[src/rtl/pipe_pkg.sv]
// Shared definitions for the handshaked pipeline stage.
//   pipe_state_t : how many payload entries the stage currently holds.
//   OCC_*        : occupancy values reported for each state.
//   occ_of()     : state -> occupancy decode.
package pipe_pkg;

   typedef enum logic [1:0] {
      PS_EMPTY = 2'd0,
      PS_ONE   = 2'd1,
      PS_TWO   = 2'd2
   } pipe_state_t;

   localparam logic [1:0] OCC_EMPTY = 2'd0;
   localparam logic [1:0] OCC_ONE   = 2'd1;
   localparam logic [1:0] OCC_TWO   = 2'd2;

   function automatic logic [1:0] occ_of(input pipe_state_t s);
      case (s)
         PS_ONE:  return OCC_ONE;
         PS_TWO:  return OCC_TWO;
         default: return OCC_EMPTY;
      endcase
   endfunction

endpackage

[src/rtl/sat_counter.sv]
// Saturating up-counter used for stage statistics.
// Ports:
//   clock : rising-edge clock
//   reset : synchronous active-high clear
//   inc   : count this cycle
//   count : current value, sticks at all-ones
module sat_counter #(
   parameter int CW = 16
) (
   input  logic          clock,
   input  logic          reset,
   input  logic          inc,
   output logic [CW-1:0] count
);

   logic [CW-1:0] count_q;

   always_ff @(posedge clock) begin
      if (reset) begin
         count_q <= '0;
      end else if (inc && (count_q != {CW{1'b1}})) begin
         count_q <= count_q + 1'b1;
      end
   end

   assign count = count_q;

endmodule

[src/rtl/pipe_stage_hs.sv]
// Handshaked pipeline stage register with a two-entry skid buffer.
// Optional statistics counters are built when PIPE_STAGE_STATS_EN is defined;
// otherwise stall_count and flush_count are tied to zero.
//
// Handshake: a beat transfers on a rising edge where valid and ready are both
// high on that side. in_ready and occupancy depend only on the state register,
// so upstream sees a registered ready; the skid entry absorbs the beat that was
// already in flight when the downstream stalled.
//
// Ports:
//   clock, reset          : clock, synchronous active-high reset
//   flush                 : drop every held entry and any same-cycle input beat
//   in_valid/in_ready/in_data     : upstream side
//   out_valid/out_ready/out_data  : downstream side (out_data = NOP when idle)
//   occupancy             : held entries, 0..2 (exposes the FSM state)
//   stall_count/flush_count : saturating statistics
module pipe_stage_hs
   import pipe_pkg::*;
#(
   parameter int             N   = 32,
   parameter logic [N-1:0]   NOP = '0,
   parameter int             CW  = 16
) (
   input  logic          clock,
   input  logic          reset,
   input  logic          flush,
   input  logic          in_valid,
   output logic          in_ready,
   input  logic [N-1:0]  in_data,
   output logic          out_valid,
   input  logic          out_ready,
   output logic [N-1:0]  out_data,
   output logic [1:0]    occupancy,
   output logic [CW-1:0] stall_count,
   output logic [CW-1:0] flush_count
);

   pipe_state_t  state_q, state_d;
   logic [N-1:0] main_q, main_d;
   logic [N-1:0] skid_q, skid_d;
   logic         in_fire, out_fire;

   assign in_ready  = (state_q != PS_TWO);
   assign out_valid = (state_q != PS_EMPTY);
   assign occupancy = occ_of(state_q);
   // main is reloaded with NOP whenever the stage drains, so it can drive
   // the output directly.
   assign out_data  = main_q;

   assign in_fire  = in_valid & in_ready;
   assign out_fire = out_valid & out_ready;

   always_ff @(posedge clock) begin
      if (reset) begin
         state_q <= PS_EMPTY;
         main_q  <= NOP;
         skid_q  <= NOP;
      end else begin
         state_q <= state_d;
         main_q  <= main_d;
         skid_q  <= skid_d;
      end
   end

   always_comb begin
      state_d = state_q;
      main_d  = main_q;
      skid_d  = skid_q;
      case (state_q)
         PS_EMPTY: begin
            if (in_fire) begin
               main_d  = in_data;
               state_d = PS_ONE;
            end
         end
         PS_ONE: begin
            if (in_fire && out_fire) begin
               main_d = in_data;
            end else if (in_fire) begin
               skid_d  = in_data;
               state_d = PS_TWO;
            end else if (out_fire) begin
               main_d  = NOP;
               state_d = PS_EMPTY;
            end
         end
         PS_TWO: begin
            // in_ready is low here, so only the drain side can move.
            if (out_fire) begin
               main_d  = skid_q;
               skid_d  = NOP;
               state_d = PS_ONE;
            end
         end
         default: begin
            state_d = PS_EMPTY;
            main_d  = NOP;
            skid_d  = NOP;
         end
      endcase
      // Squash wins over every handshake outcome above.
      if (flush) begin
         state_d = PS_EMPTY;
         main_d  = NOP;
         skid_d  = NOP;
      end
   end

`ifdef PIPE_STAGE_STATS_EN
   sat_counter #(.CW(CW)) u_stall_cnt (
      .clock (clock),
      .reset (reset),
      .inc   (out_valid & ~out_ready),
      .count (stall_count)
   );

   sat_counter #(.CW(CW)) u_flush_cnt (
      .clock (clock),
      .reset (reset),
      .inc   (flush),
      .count (flush_count)
   );
`else
   assign stall_count = '0;
   assign flush_count = '0;
`endif

endmodule

[config.mk]
export PLATFORM = sky130hd
export DESIGN_NAME = pipe_stage_hs
export DESIGN_NICKNAME = d
export VERILOG_FILES = /design/src/rtl/pipe_pkg.sv /design/src/rtl/sat_counter.sv /design/src/rtl/pipe_stage_hs.sv
export SDC_FILE = /design/constraint.sdc
export NUM_CORES = 1
export LEC_CHECK = 0
export CAP_MARGIN = 5
export CORE_MARGIN = 5
export CORE_UTILIZATION = 46
export CTS_CLUSTER_SIZE = 8
export DETAILED_ROUTE_END_ITERATION = 8
export PLACE_DENSITY = 0.9
export SLEW_MARGIN = 20
export SYNTH_ARGS = -nofsm -noshare
export SYNTH_HDL_FRONTEND = slang
export SYNTH_SLANG_ARGS = --single-unit
[constraint.sdc]
create_clock -name clock -period 2 [get_ports clock]
set_input_delay 0.4 -clock clock [delete_from_list [all_inputs] [get_ports clock]]
set_output_delay 0.4 -clock clock [all_outputs]
set_load 0.005 [all_outputs]
==> impl_metrics.ini, run 1 <==
[run_status]
status = completed

[detailed_routing]
ant_nets = 0
viasPerCell = 5.588
vias = 3040
drt_iter0_drc = 238
drt_wl_total_um = 8630
wl_per_cell_um = 15.86
firstDrtPassIters = 5
drc = 0

[synth]
syn-cell-area_um2 = 3222
synth_edf_count = 0
synthCells = 378
synthFlopType = dfxtp_1
async_flop_share_pct = 0
yosysWarnings = 0
ys_seq_area_share_pct = 41.01
syn_area_per_cell_um2 = 8.523
synth_cell_types = 30
ys_seq_elements = 66

[placement]
pre_cts_ws_ps = 43.70
port_buffers = 72
routabilityCongestion = 0.8123
dp_hpwl_um = 5693

[setup_path]
crit_type = register to primary output
cp_cell_sequence = nor2b_4, inv_2, clkdlybuf4s50_1
crit_buf_inv = 2
startpoint = state_q[1]$_SDFFE_PP0P_
timing.rr.start = state_q[0]$_SDFFE_PP0P_
cp.arrival_ps = 1480
required_ps = 1600
critical_path.endpoint_type = primary output
cp_top_family = buffers and inverters
startpoint_type = register
crit_fanout = 6
cpPeakStageDelay_ps = 450
crit_path_top_delay_cell = clkdlybuf4s50_1

[clock_tree]
cts_tree = built
clockRootBuffer = clkbuf_8
cts_buffers = 9
postCtsHoldBufs = 0
h-tree-depth = 3
cts_sinks = 66
clk_latency_ps = 340
clk_pin_slew_worst_paths_ps = 70
cts.path.max_buffers = 2
cts_setup_buffers = 0

[power_and_ir_drop]
combPwrFrac_pct = 11.6
leakagePower_uw = 0.001365
peakVddDrop_mv = 0.3877
p_per_area_nw_per_um2 = 704.8
internal-power_uw = 2260
p_seq_share_pct = 46.4
sw_frac_of_total_pct = 23.19
p_sw_uw = 682.4
clockPowerShare_pct = 42.0

[timing]
report.final.slew_viol_count = 0
finalClockSkew_ps = 12.32
setup_slack_ps = 122.6
max_freq_mhz = 532.6
rsz0062_at_grt = no
fin_crit_sh_pct = 93.87
tns_ps = 0
hold_viol = 0
finalSetupViolations = 0
fin_crit_ps = 1877
whs_ps = 485.8

[layout]
areaGrowthSynthToFinish_pct = 29.59
diodes = 0
drive_above_1_share_pct = 14.73
finalNetCount = 480

[die]
die_y_um = 93.69
core_area_um2 = 6794
die_area_um2 = 8778
pin_count = 105
fp.dieW_um = 93.69
start_util_pct = 47.42
rows = 30

[global_route]
gr-total-overflow = 0
use_met1_pct = 24.75
grt_pass1_vias = 2925
grt_use_met2_pct = 32.58
grt_pass1_wl_um = 14110
grtUsageMet3_pct = 4.247
track_usage_pct = 20.03
grt_max_degree = 39
top_usage_layer = met2
antenna_found_initial = 0

[run]
cap_violations = 0

[worst_hold_path]
min_path_type = register to register
hp-start = out_data[0]$_SDFFE_PP0P_
==> stage by stage <==
step | cells | util, % | area [µm²] | total power, µW
floorplan | 409 | - | 3338 | 1585
CTS | 544 | 61.38 | 4170 | 2955
detailed placement | 528 | 58.20 | 3954 | 1731
global route | 544 | 61.45 | 4175 | 3051
global placement | 528 | 58.20 | 3954 | 1724
finish | 544 | 61.45 | 4175 | 2943
==> cell families after synthesis <==
family                 Yosys count  share of synthesized area, %
and+or+nand+nor                173                         26.52
AOI/OAI and AO/OA               68                         18.25
buffers and inverters           68                         13.44
DFF                             66                         41.01
muxes                            2                        0.6602
other                            1                        0.1164
==> power groups by stage <==
stage	sequential, µW	combinational [µW]	clock [µW]
after floorplan	1390	197	0
after global placement	1390	332	0
after detailed placement	1390	339	0
after CTS	1360	340	1250
after global routing	1370	367	1320
final	1360	342	1240
==> what timing repair did <==
| action | 4_1_cts | 5_1_grt |
|---|---|---|
| pin swaps | 0 | 0 |
| setup endpoints to repair | 2 | 2 |
| endpoints found under the hold margin | 0 | 0 |
| resized for setup | 2 | 1 |
==> final timing paths <==
check,end,cells after the start,slack (ps)
max,in_ready,3,120
min,out_data[0]$_SDFFE_PP0P_,1,490
max reg2reg,out_data[22]$_SDFFE_PP0P_,6,310
min reg2reg,out_data[0]$_SDFFE_PP0P_,1,490
==> area by class of cell <==
type	count	area, µm²
fill	598	2619
multi-input combinational	275	1615
sequential	66	1323
timing repair buffer	90	900.9
clock buffer	14	152.6
tap	96	120.1
clock inverter	2	60.06
inverter	1	3.754
==> cell usage after synthesis, types with 3 or more instances <==
| library cell | n | area share, % |
|---|---|---|
| nand2_1 | 96 | 11 |
| dfxtp_1 | 66 | 41 |
| buf_4 | 36 | 8.4 |
| a31oi_1 | 32 | 6.2 |
| nand3b_1 | 32 | 7.5 |
| nor3_1 | 32 | 5.0 |
| a221o_2 | 23 | 8.0 |
| clkbuf_1 | 14 | 1.6 |
| a221o_1 | 9 | 2.8 |
| buf_2 | 9 | 1.4 |
| buf_6 | 4 | 1.4 |
| buf_1 | 3 | 0.35 |
| nor2b_1 | 3 | 0.58 |
==> worst register-to-register path: cells and delay by family, from the launching register on <==
family	cells	cell delay, ps
AOI/OAI and AO/OA	2	490
buffers and inverters	3	570
DFF	1	450
and+or+nand+nor	1	80
==> registers in the layout (all words and copies together), names as in the netlist <==
register,flops
out_data,32
skid_q,32
state_q,2
==> routing by layer <==
layer	vias to the layer above	share of wire [%]
li1	1415	-
met1	1465	42
met2	140	49
met3	20	6.8
met4	0	2.4
met5	-	0
==> layout by cell type, fill, tap and decap left out, types with 2 or more instances in the layout <==
cell	synthesis	routed
nand2_1	96	96
clkdlybuf4s50_1	0	71
dfxtp_1	66	65
nor3_1	32	32
nand3b_1	32	32
a31oi_1	32	32
conb_1	1	32
a221o_2	23	23
buf_4	36	14
clkbuf_8	0	10
a221o_1	9	9
clkbuf_1	14	4
buf_12	0	4
or2_2	1	2
nor2b_1	3	2
a21oi_1	2	2
bufinv_16	0	2
(Power assumes the default switching activity.)
==> run 2: changes to the inputs <==
PLACE_DENSITY = 0.8   (was 0.9)
==> run 2 against run 1 <==
Compared with the run above: worst setup slack got worse by 7.2 ps; non-clock buffer count rose by 5; critical path depth did not move; clock power fell by 13%; critical endpoint unchanged; clock-buffer cell count fell by 2; clock skew fell by 5.6 ps; total power fell by 5.0%; fmax fell by 0.38%; flip-flop and latch count did not move; utilization rose by 0.24 points; sequential power barely moved.
==> impl_metrics.ini, run 2 (synthesis gave the netlist of run 1 again) <==
[setup_path]
crit_fanout = 9
crit_type = register to primary output
required_ps = 1600
r2r_end = skid_q[30]$_SDFFE_PP0P_
crit_path_top_delay_cell = clkdlybuf4s50_1
startpoint_type = register
cp_cell_sequence = nor2b_4, inv_2, clkdlybuf4s50_1
ff2ff_setup_slack_ps = 360
critical_path.endpoint_type = primary output
cp.arrival_ps = 1480
reg2regPathDepth = 6
cpPeakStageDelay_ps = 530
timing.rr.start = state_q[1]$_SDFFE_PP0P_

[detailed_routing]
vias = 2988
wl_per_cell_um = 15.45
ant_nets = 0
viasPerCell = 5.453
drt_iter0_drc = 252
drt_wl_total_um = 8466
firstDrtPassIters = 5
drc = 0

[layout]
stdcell_area_um2 = 4192
drive_above_1_share_pct = 15.93
fin_cells = 548
layout.area.seq_um2 = 1324
multi_input_area_um2 = 1615
finalNetCount = 485
diodes = 0
layout_common_cells = nand2_1, clkdlybuf4s50_1, dfxtp_1
final_common_cell = nand2_1
areaGrowthSynthToFinish_pct = 30.10
fill_cells = 596

[global_route]
antenna_found_initial = 0
grt_pass1_vias = 2874
grt_pass1_wl_um = 14100
gr-total-overflow = 0
grt_max_degree = 34
track_usage_pct = 19.62

[die]
start_util_pct = 47.42
fp.dieW_um = 93.69
rows = 30
core_area_um2 = 6794
die_area_um2 = 8778
die_y_um = 93.69
pin_count = 105

[clock_tree]
postCtsHoldBufs = 0
cts_sinks = 66
h-tree-depth = 3
cts-resized-gates = 2
cts_setup_buffers = 0
cts_tree = built
clk_latency_ps = 330
clk_pin_slew_worst_paths_ps = 70
clockRootBuffer = clkbuf_8
cts.path.max_buffers = 2
cts_buffers = 9

[power_and_ir_drop]
sw_frac_of_total_pct = 23.83
leakagePower_uw = 0.001381
combPwrFrac_pct = 12.6
p_sw_uw = 666.1
clockPowerShare_pct = 38.6
peakVddDrop_mv = 0.3785
p_seq_share_pct = 48.8
p_per_area_nw_per_um2 = 666.8
internal-power_uw = 2129

[worst_hold_path]
holdPathEnd = out_data[26]$_SDFFE_PP0P_
min_path_cells = 1
min_path_type = register to register
hp-start = out_data[26]$_SDFFE_PP0P_

[placement]
routabilityCongestion = 0.8253
place_inst = 533
port_buffers = 72
placed_cell_area_um2 = 3996
pre_cts_ws_ps = -9.456
dp_hpwl_um = 5846

[timing]
report.final.slew_viol_count = 0
rsz0062_at_grt = no
max_freq_mhz = 530.6
setup_slack_ps = 115.4
hold_viol = 0
fin_crit_sh_pct = 94.23
finalClockSkew_ps = 6.698
finalSetupViolations = 0
fin_crit_ps = 1885

[run_status]
status = completed

[run]
cap_violations = 0
[run 2: cell types whose count changed in the layout (fill, tap and decap cells not counted)]
cell	delta
dfxtp_2	+1
buf_4	+5
buf_2	-1
dfxtp_1	-1
clkdlybuf4s50_1	+1
clkbuf_1	-2
bufinv_16	-1
clkinv_2	+2
[run 2: worst max path at each step]
stage	from	end	slack [ps]	cells past startpoint
2_1_floorplan	flush	out_data[10]$_SDFFE_PP0P_	560	5
3_5_place_dp	out_ready	out_data[17]$_SDFFE_PP0P_	-9	5
6_report	state_q[0]$_SDFFE_PP0P_	in_ready	120	3
3_3_place_gp	out_ready	out_data[9]$_SDFFE_PP0P_	70	5
5_1_grt	state_q[0]$_SDFFE_PP0P_	in_ready	20	3
4_1_cts	state_q[1]$_SDFFE_PP0P_	in_ready	30	3
[run 2: metal layers]
metal	routed length, µm	track usage, %	share of wire, %	vias to the layer above
met4	75	5.295	0.89	0
met2	4011	31.11	47	139
met3	690	4.407	8.2	12
met5	0	0	0	-
li1	-	-	-	1431
met1	3689	26.83	44	1406
[run 2: stage by stage]
stage               setup TNS [ps]  hold WS [ps]  util [%]  total power, µW
finish                           0         487.1     61.69             2795
global route                     0         507.3     61.69             2913
CTS                              0         492.5     61.60             2809
detailed placement          -9.456         473.5     58.82             1740
floorplan                        0         471.0         -             1585
global placement                 0         470.8     58.82             1733
[run 2: worst max-delay path: cells and delay by family, from the launching register on]
kind                   cells  cell delay (ps)
and+or+nand+nor            1               70
buffers and inverters      2              650
DFF                        1              440
[run 2: power by group through the flow]
stage | clock network (µW) | logic, µW | registers (µW)
3_5_place_dp | 0 | 347 | 1390
4_1_cts | 1100 | 349 | 1360
3_3_place_gp | 0 | 341 | 1390
2_1_floorplan | 0 | 197 | 1390
5_1_grt | 1170 | 379 | 1370
6_report | 1080 | 352 | 1360
[run 2: area by class of cell]
type	count	area share, %
Clock buffer	12	3.463
Tap cell	96	2.866
Inverter	1	0.08955
Timing Repair Buffer	95	22.51
Sequential cell	66	31.58
Clock inverter	3	0.9552
Multi-Input combinational cell	275	38.54
